<file path="config.mk">
export PLATFORM = sky130hd
export DESIGN_NAME = ctrl_pipeline
export DESIGN_NICKNAME = d
export VERILOG_FILES = /design/src/rtl/ctrl_pkg.sv /design/src/rtl/main_decoder_ext.sv /design/src/rtl/ctrl_pipeline.sv
export SDC_FILE = /design/constraint.sdc
export NUM_CORES = 1
export LEC_CHECK = 0
export ABC_CLOCK_PERIOD_IN_PS = 2500
export CORE_MARGIN = 4
export CORE_UTILIZATION = 43
export DETAILED_ROUTE_END_ITERATION = 6
export PLACE_DENSITY = 0.77
export SLEW_MARGIN = 5
export SYNTH_ARGS = -nofsm -noshare
export SYNTH_HDL_FRONTEND = slang
export SYNTH_SLANG_ARGS = --single-unit
</file>
<file path="constraint.sdc">
create_clock -name clk -period 2.5 [get_ports clk]
set_clock_uncertainty 0.05 [all_clocks]
set_input_delay 0.5 -clock clk [delete_from_list [all_inputs] [get_ports clk]]
set_output_delay 0.5 -clock clk [all_outputs]
set_load 0.01 [all_outputs]
</file>
<file path="src/rtl/ctrl_pkg.sv">
// Shared control-path definitions for the 5-stage MIPS core: opcodes, ALU ops
// and the nested control bundle that each pipeline stage strips as it advances.
package ctrl_pkg;

  localparam int unsigned OP_W    = 6;
  localparam int unsigned ALUOP_W = 3;

  localparam logic [OP_W-1:0] OP_RTYPE = 6'b000000;
  localparam logic [OP_W-1:0] OP_J     = 6'b000010;
  localparam logic [OP_W-1:0] OP_JAL   = 6'b000011;
  localparam logic [OP_W-1:0] OP_BEQ   = 6'b000100;
  localparam logic [OP_W-1:0] OP_BNE   = 6'b000101;
  localparam logic [OP_W-1:0] OP_ADDI  = 6'b001000;
  localparam logic [OP_W-1:0] OP_SLTI  = 6'b001010;
  localparam logic [OP_W-1:0] OP_ANDI  = 6'b001100;
  localparam logic [OP_W-1:0] OP_ORI   = 6'b001101;
  localparam logic [OP_W-1:0] OP_LW    = 6'b100011;
  localparam logic [OP_W-1:0] OP_SW    = 6'b101011;

  localparam logic [ALUOP_W-1:0] ALU_ADD   = 3'b000;
  localparam logic [ALUOP_W-1:0] ALU_SUB   = 3'b001;
  localparam logic [ALUOP_W-1:0] ALU_FUNCT = 3'b010;
  localparam logic [ALUOP_W-1:0] ALU_AND   = 3'b011;
  localparam logic [ALUOP_W-1:0] ALU_OR    = 3'b100;
  localparam logic [ALUOP_W-1:0] ALU_SLT   = 3'b101;

  // Field order is shared with the hazard unit and datapath; outer layers drop off per stage.
  typedef struct packed {
    logic regWrite;
    logic memtoReg;
    logic link;
  } wbCtrlT;

  typedef struct packed {
    logic   memWrite;
    wbCtrlT wb;
  } memCtrlT;

  typedef struct packed {
    logic               regDst;
    logic               aluSrc;
    logic [ALUOP_W-1:0] aluOp;
    memCtrlT            mem;
  } exCtrlT;

  typedef struct packed {
    logic   branch;
    logic   branchNe;
    logic   jump;
    exCtrlT ex;
  } ctrlBundleT;

  localparam ctrlBundleT NOP_BUNDLE = '0;

  function automatic logic isExtOp(input logic [OP_W-1:0] op);
    return (op == OP_BNE) || (op == OP_ANDI) || (op == OP_ORI) ||
           (op == OP_SLTI) || (op == OP_JAL);
  endfunction

endpackage

</file>
<file path="src/rtl/main_decoder_ext.sv">
// Combinational opcode -> control bundle decoder with illegal-opcode detect;
// the extended opcodes decode as illegal when EN_EXT is clear.
module main_decoder_ext
  import ctrl_pkg::*;
#(
  parameter bit EN_EXT = 1'b1
) (
  input  logic [OP_W-1:0] opCode,
  output ctrlBundleT      bundle,
  output logic            illegal
);

  always_comb begin
    bundle  = NOP_BUNDLE;
    illegal = 1'b0;
    case (opCode)
      OP_LW: begin
        bundle.ex.mem.wb.regWrite = 1'b1;
        bundle.ex.mem.wb.memtoReg = 1'b1;
        bundle.ex.aluSrc          = 1'b1;
      end
      OP_SW: begin
        bundle.ex.mem.memWrite = 1'b1;
        bundle.ex.aluSrc       = 1'b1;
      end
      OP_RTYPE: begin
        bundle.ex.mem.wb.regWrite = 1'b1;
        bundle.ex.regDst          = 1'b1;
        bundle.ex.aluOp           = ALU_FUNCT;
      end
      OP_BEQ: begin
        bundle.branch   = 1'b1;
        bundle.ex.aluOp = ALU_SUB;
      end
      OP_BNE: begin
        bundle.branchNe = 1'b1;
        bundle.ex.aluOp = ALU_SUB;
      end
      OP_ADDI: begin
        bundle.ex.mem.wb.regWrite = 1'b1;
        bundle.ex.aluSrc          = 1'b1;
      end
      OP_ANDI: begin
        bundle.ex.mem.wb.regWrite = 1'b1;
        bundle.ex.aluSrc          = 1'b1;
        bundle.ex.aluOp           = ALU_AND;
      end
      OP_ORI: begin
        bundle.ex.mem.wb.regWrite = 1'b1;
        bundle.ex.aluSrc          = 1'b1;
        bundle.ex.aluOp           = ALU_OR;
      end
      OP_SLTI: begin
        bundle.ex.mem.wb.regWrite = 1'b1;
        bundle.ex.aluSrc          = 1'b1;
        bundle.ex.aluOp           = ALU_SLT;
      end
      OP_J: bundle.jump = 1'b1;
      OP_JAL: begin
        bundle.jump               = 1'b1;
        bundle.ex.mem.wb.regWrite = 1'b1;
        bundle.ex.mem.wb.link     = 1'b1;
      end
      default: illegal = 1'b1;
    endcase
    // Extended opcodes are treated exactly like unknown ones when disabled.
    if (!EN_EXT && isExtOp(opCode)) begin
      bundle  = NOP_BUNDLE;
      illegal = 1'b1;
    end
  end

endmodule

</file>
<file path="src/rtl/ctrl_pipeline.sv">
// Main control for the 5-stage MIPS core: D-stage decode, ID/EX, EX/MEM, MEM/WB
// control registers, and a sticky illegal-opcode trap with a saturating counter.
module ctrl_pipeline
  import ctrl_pkg::*;
#(
  parameter bit          EN_EXT = 1'b1,
  parameter int unsigned CNT_W  = 8
) (
  input  logic               clk,
  input  logic               rst,
  input  logic [OP_W-1:0]    OpCode,
  input  logic               StallD,
  input  logic               FlushE,
  input  logic               ExcAck,
  output logic               BranchD,
  output logic               BranchNeD,
  output logic               JumpD,
  output logic               RegWriteE,
  output logic               MemtoRegE,
  output logic               MemWriteE,
  output logic               ALUSrcE,
  output logic               RegDstE,
  output logic               LinkE,
  output logic [ALUOP_W-1:0] ALUOpE,
  output logic               RegWriteM,
  output logic               MemtoRegM,
  output logic               MemWriteM,
  output logic               LinkM,
  output logic               RegWriteW,
  output logic               MemtoRegW,
  output logic               LinkW,
  output logic               ExcPending,
  output logic [CNT_W-1:0]   IllegalCnt
);

  localparam logic [0:0] RUN  = 1'b0;
  localparam logic [0:0] TRAP = 1'b1;

  logic [0:0] state;
  logic [0:0] stateNext;
  ctrlBundleT decBundle;
  ctrlBundleT decodedD;
  logic       illegalD;
  logic       retireIllegal;
  exCtrlT     idEx;
  memCtrlT    exMem;
  wbCtrlT     memWb;

  main_decoder_ext #(.EN_EXT(EN_EXT)) uDecoder (
    .opCode  (OpCode),
    .bundle  (decBundle),
    .illegal (illegalD)
  );

  // An illegal opcode only counts once it actually leaves D while running.
  assign retireIllegal = (state == RUN) && illegalD && !StallD;

  always_ff @(posedge clk) begin
    if (rst) state <= RUN;
    else     state <= stateNext;
  end

  always_comb begin
    stateNext = state;
    decodedD  = decBundle;
    case (state)
      RUN: begin
        if (retireIllegal) stateNext = TRAP;
      end
      TRAP: begin
        decodedD = NOP_BUNDLE;
        if (ExcAck) stateNext = RUN;
      end
      default: stateNext = RUN;
    endcase
  end

  always_ff @(posedge clk) begin
    if (rst) begin
      IllegalCnt <= '0;
    end else if (retireIllegal && (IllegalCnt != {CNT_W{1'b1}})) begin
      IllegalCnt <= IllegalCnt + CNT_W'(1);
    end
  end

  // Flush wins over stall; E/M/W always advance otherwise.
  always_ff @(posedge clk) begin
    if (rst) begin
      idEx  <= NOP_BUNDLE.ex;
      exMem <= NOP_BUNDLE.ex.mem;
      memWb <= NOP_BUNDLE.ex.mem.wb;
    end else begin
      idEx  <= FlushE ? NOP_BUNDLE.ex : decodedD.ex;
      exMem <= idEx.mem;
      memWb <= exMem.wb;
    end
  end

  assign BranchD    = decodedD.branch;
  assign BranchNeD  = decodedD.branchNe;
  assign JumpD      = decodedD.jump;

  assign RegWriteE  = idEx.mem.wb.regWrite;
  assign MemtoRegE  = idEx.mem.wb.memtoReg;
  assign MemWriteE  = idEx.mem.memWrite;
  assign ALUSrcE    = idEx.aluSrc;
  assign RegDstE    = idEx.regDst;
  assign LinkE      = idEx.mem.wb.link;
  assign ALUOpE     = idEx.aluOp;

  assign RegWriteM  = exMem.wb.regWrite;
  assign MemtoRegM  = exMem.wb.memtoReg;
  assign MemWriteM  = exMem.memWrite;
  assign LinkM      = exMem.wb.link;

  assign RegWriteW  = memWb.regWrite;
  assign MemtoRegW  = memWb.memtoReg;
  assign LinkW      = memWb.link;

  assign ExcPending = (state == TRAP);

endmodule

</file>
* Yosys cells after proc, flatten, opt, wreduce, memory -nomap -nowiden
Index checks and enable logic that the tools add are counted.
** Operators by class
- Add/subtract/negate cells :: 1
- Equal/unequal tests :: 11
- Multiplexer cells :: 15
- Bitwise gates (word level) :: 1
- Reduce and logical (&&, ||, !) cells :: 11
** Operators with widths (count)
- equality test 6 x 4 -> 1 bit (second input constant) :: 4
- case mux 3 bit (5 select lines) :: 1
- equality test 6 x 2 -> 1 bit (second input constant) :: 2
- equality test 6 x 3 -> 1 bit (second input constant) :: 2
- equality test 6 bit (second input constant) :: 2
- 2-to-1 mux 1 bit :: 12
- 2-to-1 mux 12 bit :: 1
- OR reduction 11 bit :: 1
- adder 8 x 1 -> 8 bit (second input constant) :: 1
- inequality test 8 bit (second input constant) :: 1
- OR reduction 7 bit :: 1
- zero test 6 bit :: 1
- OR reduction 6 bit :: 1
- OR reduction 2 bit :: 2
- logical AND 1 bit :: 3
- OR reduction 3 bit :: 1
- case mux 1 bit (2 select lines) :: 1
- zero test 1 bit :: 1
- inverter 1 bit :: 1
** Storage, ports and cells
- Register bits :: 25
- Output and inout port bits :: 28
- Word-level logic and storage cells :: 55

* Longest topological paths before layout
- Depth after elaboration :: 7
- Gate-level depth with buffers :: 7
- Gate-level depth less buffers :: 5

* Cells and area by module
Synthesis repeated with hierarchy kept, for this count alone.
** Second synthesis, totals
- Cell total of the unflattened synthesis :: 122
- Area, all modules :: 1141.1 um^2
** Modules (own cells, without submodules)
- ctrl_pipeline :: times used 1, cells each 84, area each 895.9 um^2, sequential area each 500.5 um^2
- main_decoder_ext :: times used 1, cells each 38, area each 245.2 um^2, sequential area each 0.0 um^2

* Least setup slack after synthesis
OpenSTA, ideal clock, no wires.
- Path type :: input to register
- From :: input OpCode[3]
- To :: register IllegalCnt[6]
- Arrival :: 1.730 ns
- Path slack :: 0.588 ns
- Cell stages on the path :: 7
- Path buffers :: 2
- Cell sequence :: buf_4 > nand2b_1 > a311oi_2 > o211ai_2 > buf_6 > nor4b_1 > nor3_1
** Between the ends
- Longest elaborated chain between the ends :: 6
** Ends and longest elaborated chain
- start: declaration :: line ctrl_pipeline.sv:11 : input logic [OP_W-1:0] OpCode,
- equality test 6 x 3 -> 1 bit, or another cell as far along :: line main_decoder_ext.sv:16 : case (opCode)
- OR reduction 11 bit (no source line) (*)
- 2-to-1 mux 1 bit (*) :: line main_decoder_ext.sv:16
- logical AND 1 bit (*) (2 in a row) :: line ctrl_pipeline.sv:56 : assign retireIllegal = (state == RUN) && illegalD && !StallD;
- logical AND 1 bit (*) :: line ctrl_pipeline.sv:81 : end else if (retireIllegal && (IllegalCnt != {CNT_W{1'b1}})) begin
- end signal: assignment :: line ctrl_pipeline.sv:82 : IllegalCnt <= IllegalCnt + CNT_W'(1);
- end: declaration :: line ctrl_pipeline.sv:33 : output logic [CNT_W-1:0] IllegalCnt
Mark *: on every way between the ends. The rest lies on a longest branch, timed or not.
A chain may end at the register's enable or synchronous reset.

* Worst setup path after layout
- From :: input OpCode[1]
- To :: output BranchNeD
** Between the ends
- Longest elaborated chain between the ends :: 3
** Ends and longest elaborated chain
- equality test 6 x 3 -> 1 bit :: line main_decoder_ext.sv:16
- 2-to-1 mux 1 bit :: line main_decoder_ext.sv:16
- 2-to-1 mux 12 bit :: line ctrl_pipeline.sv:66 : case (state)
- end: declaration :: line ctrl_pipeline.sv:16 : output logic BranchNeD,
No other way between the ends.

==> results.json <==
{
  "grt_usage": 0.1664,
  "tns_ns": 0,
  "maxSlewHeadroom": 0.6209,
  "max_slew.worst_pin.slew_ns": 0.5634,
  "fin_hold_ws_ns": 0.4231,
  "grt_max_degree": 17,
  "path_clk_slew_ns": 0.14,
  "syn_avg_cell_area_um2": 9.005,
  "hold_viol_final": 0,
  "multiInputGateArea_um2": 558.0,
  "synth_nets": 134,
  "yosys_warnings": 0,
  "rsz0062_at_grt": "no",
  "viasPerCell": 5.368,
  "p_sw_frac": 0.2563,
  "r2r_start": "ExcPending",
  "critPathLaunch": "OpCode[1]",
  "syn_to_final_growth_pct": 49.32,
  "num_rows": 18,
  "antenna_found_initial": 0,
  "cp_max_fo": 5,
  "final_nets": 187,
  "yosysSeqAreaShare": 0.4556,
  "n_fill_cell": 220,
  "finalWirelength_um": 2589,
  "p_per_area_nw_per_um2": 428.4,
  "dp_hpwl_um": 2051,
  "hp-class": "reg -> reg",
  "finalInstanceArea_um2": 1640,
  "fp.dieW_um": 58.55,
  "seqCellArea_um2": 500.5,
  "fin_crit_sh": 0.9559,
  "combPwrFrac": 0.155,
  "first_pass_iters": 4,
  "cts-root-buf": "clkbuf_4",
  "initial_core_util": 0.4475,
  "clk_path_buf_depth": 2,
  "r2r-end": "IllegalCnt[0]",
  "hold_buffers": 0,
  "port_buffers": 38,
  "coreArea_um2": 2455,
  "wl_per_cell_um": 12.69,
  "ir_drop_mv": 0.3290,
  "internal_power_mw": 0.5227,
  "cap_violations": 0,
  "grt_pass1_wl_um": 4616,
  "synth.area.top_cells": "dfxtp_1 46%, a21oi_1 5.0%, nor2b_1 4.6%",
  "drc": 0,
  "critPathArrivalTime_ns": 1.84,
  "cts_tree": "yes",
  "yosysUniqueCellTypes": 35,
  "mappedNetlistArea_um2": 1099,
  "min_from": "LinkE",
  "cts_setup_buffers": 0,
  "power_frac_clock": 0.262,
  "initialDrtViolationCount": 26,
  "cts-buffers-inserted": 3,
  "synth_top_area_frac": 0.4556,
  "yosysTopAreaCell": "dfxtp_1",
  "p_switching_mw": 0.1801,
  "cp-start-kind": "input pin",
  "slew_viol_final": 0,
  "grt-ovfl-total": 0,
  "grt_pass1_vias": 1099,
  "htreeDepth": 1,
  "fmax_ghz": 0.4184,
  "run_status": "complete, no violations",
  "synth_cells": 122,
  "die_y_um": 58.55,
  "die_area_um2": 3428,
  "endpoint": "BranchNeD",
  "critPathRequiredTime_ns": 1.95,
  "ff2ff_setup_slack_ns": 0.89,
  "cts.sinks": 25,
  "place_area_um2": 1603,
  "critPathKind": "in -> out",
  "ys_ff_latch": 25,
  "drive_above_1_share": 0.1437,
  "io_pins": 39,
  "r2r.worst_path.cells": 5,
  "fin_crit_ns": 2.390,
  "place.gp.congestion": 0.8442,
  "ant_nets": 0,
  "diodes": 0,
  "p_leak_nw": 0.6284,
  "power_frac_seq": 0.583,
  "worstSkewPairLatency_ns": 0.32,
  "critPathCaptureType": "primary output",
  "post-route-util": 0.6682,
  "finalSetupViolations": 0,
  "num_vias": 1095
}
[worst min path at each step]
stage	to	cells past startpoint
finish	LinkM	1
global placement	LinkM	1
CTS	LinkM	1
global route	LinkM	1
floorplan	LinkM	1
detailed placement	LinkM	1
[layout make-up]
cell class	instances	area share
sequential	25	0.3051
tap	30	0.02288
multi-input combinational	88	0.3402
timing repair buffer	55	0.3089
clock inverter	1	0.004577
inverter	2	0.004577
clock buffer	3	0.01373
[cells by family (layout without fill, tap and decap cells)]
group | Yosys count | count (layout) | share of synthesized area
simple gates | 61 | 61 | 0.3383
compound gates | 26 | 26 | 0.1503
fa+ha+maj | 1 | 1 | 0.01139
flops | 25 | 25 | 0.4556
buf+inv | 9 | 61 | 0.04442
[cells in the final DEF (no fill, tap or decap), types with 2 or more instances in the layout]
cell type / synthesis / final
a21oi_1: 11 / 11
and3_1: 3 / 3
and4_1: 3 / 3
buf_4: 1 / 17
clkbuf_4: 0 / 3
clkdlybuf4s50_1: 0 / 31
dfxtp_1: 25 / 25
dlygate4sd2_1: 0 / 5
dlymetal6s2s_1: 0 / 2
inv_1: 2 / 2
nand2_1: 6 / 6
nand2b_1: 6 / 6
nand3_1: 2 / 2
nand4_1: 3 / 3
nor2_1: 6 / 5
nor2b_1: 8 / 8
nor3_1: 6 / 6
nor3b_1: 4 / 4
o21ai_1: 7 / 7
or3_1: 6 / 6
[flip-flops by register name (all words and copies together) (netlist names)]
register,cells
RegWriteM,1
MemWriteE,1
MemtoRegE,1
ALUSrcE,1
ALUOpE,3
RegWriteW,1
MemtoRegW,1
MemWriteM,1
ExcPending,1
IllegalCnt,8
LinkW,1
LinkM,1
RegDstE,1
RegWriteE,1
LinkE,1
MemtoRegM,1
[Yosys cell counts]
master / instances
and2_1: 1
clkbuf_1: 2
o21ai_1: 7
buf_4: 1
and3_1: 3
nand3_1: 2
nand4bb_1: 1
or3b_1: 1
inv_1: 2
ha_1: 1
nor2_1: 6
a311oi_2: 1
nand2_1: 6
buf_6: 1
and4b_1: 1
buf_2: 3
or3_1: 6
a21oi_1: 11
a21o_1: 1
nor4b_1: 1
nor4_1: 2
o22ai_1: 1
o31a_1: 1
nor4bb_1: 1
o211ai_2: 1
dfxtp_1: 25
o21ba_1: 1
nor3_1: 6
nor3b_1: 4
nand4_1: 3
and4_1: 3
nand2b_1: 6
nor2b_1: 8
o21a_1: 1
o31ai_1: 1
[repair_timing]
item	CTS	global route
setup endpoints to repair	3	2
gates resized for setup	6	3
gates cloned	0	0
pin swaps	1	1
[metrics by stage]
step	total power, mW	worst slack (ns)	std cells
6_report	0.7028	0.1102	204
5_1_grt	0.7389	0.05211	204
4_1_cts	0.7095	0.006071	204
3_5_place_dp	0.5291	-0.1529	200
3_3_place_gp	0.5256	-0.1138	200
2_1_floorplan	0.4721	0.5882	122
[worst max-delay path, stage by stage]
cell and delay [ns]:
dlygate4sd2_1 0.29, buf_4 0.16, nor3_1 0.15, and4_1 0.20
clkdlybuf4s50_1 0.53
[power groups by stage]
stage | combinational [mW] | clock [mW] | sequential [mW]
final | 0.109 | 0.184 | 0.410
after detailed placement | 0.111 | 0 | 0.419
after CTS | 0.109 | 0.190 | 0.410
after floorplan | 0.0521 | 0 | 0.420
after global placement | 0.107 | 0 | 0.418
after global routing | 0.121 | 0.206 | 0.412
[per-layer routing]
layer / GRT usage / share of wire
met1: 0.2030 / 0.45
met2: 0.3030 / 0.50
met3: 0.01974 / 0.039
met4: 0.04967 / 0.0089
met5: 0 / 0
No activity file was read; power rests on OpenSTA's default activity.
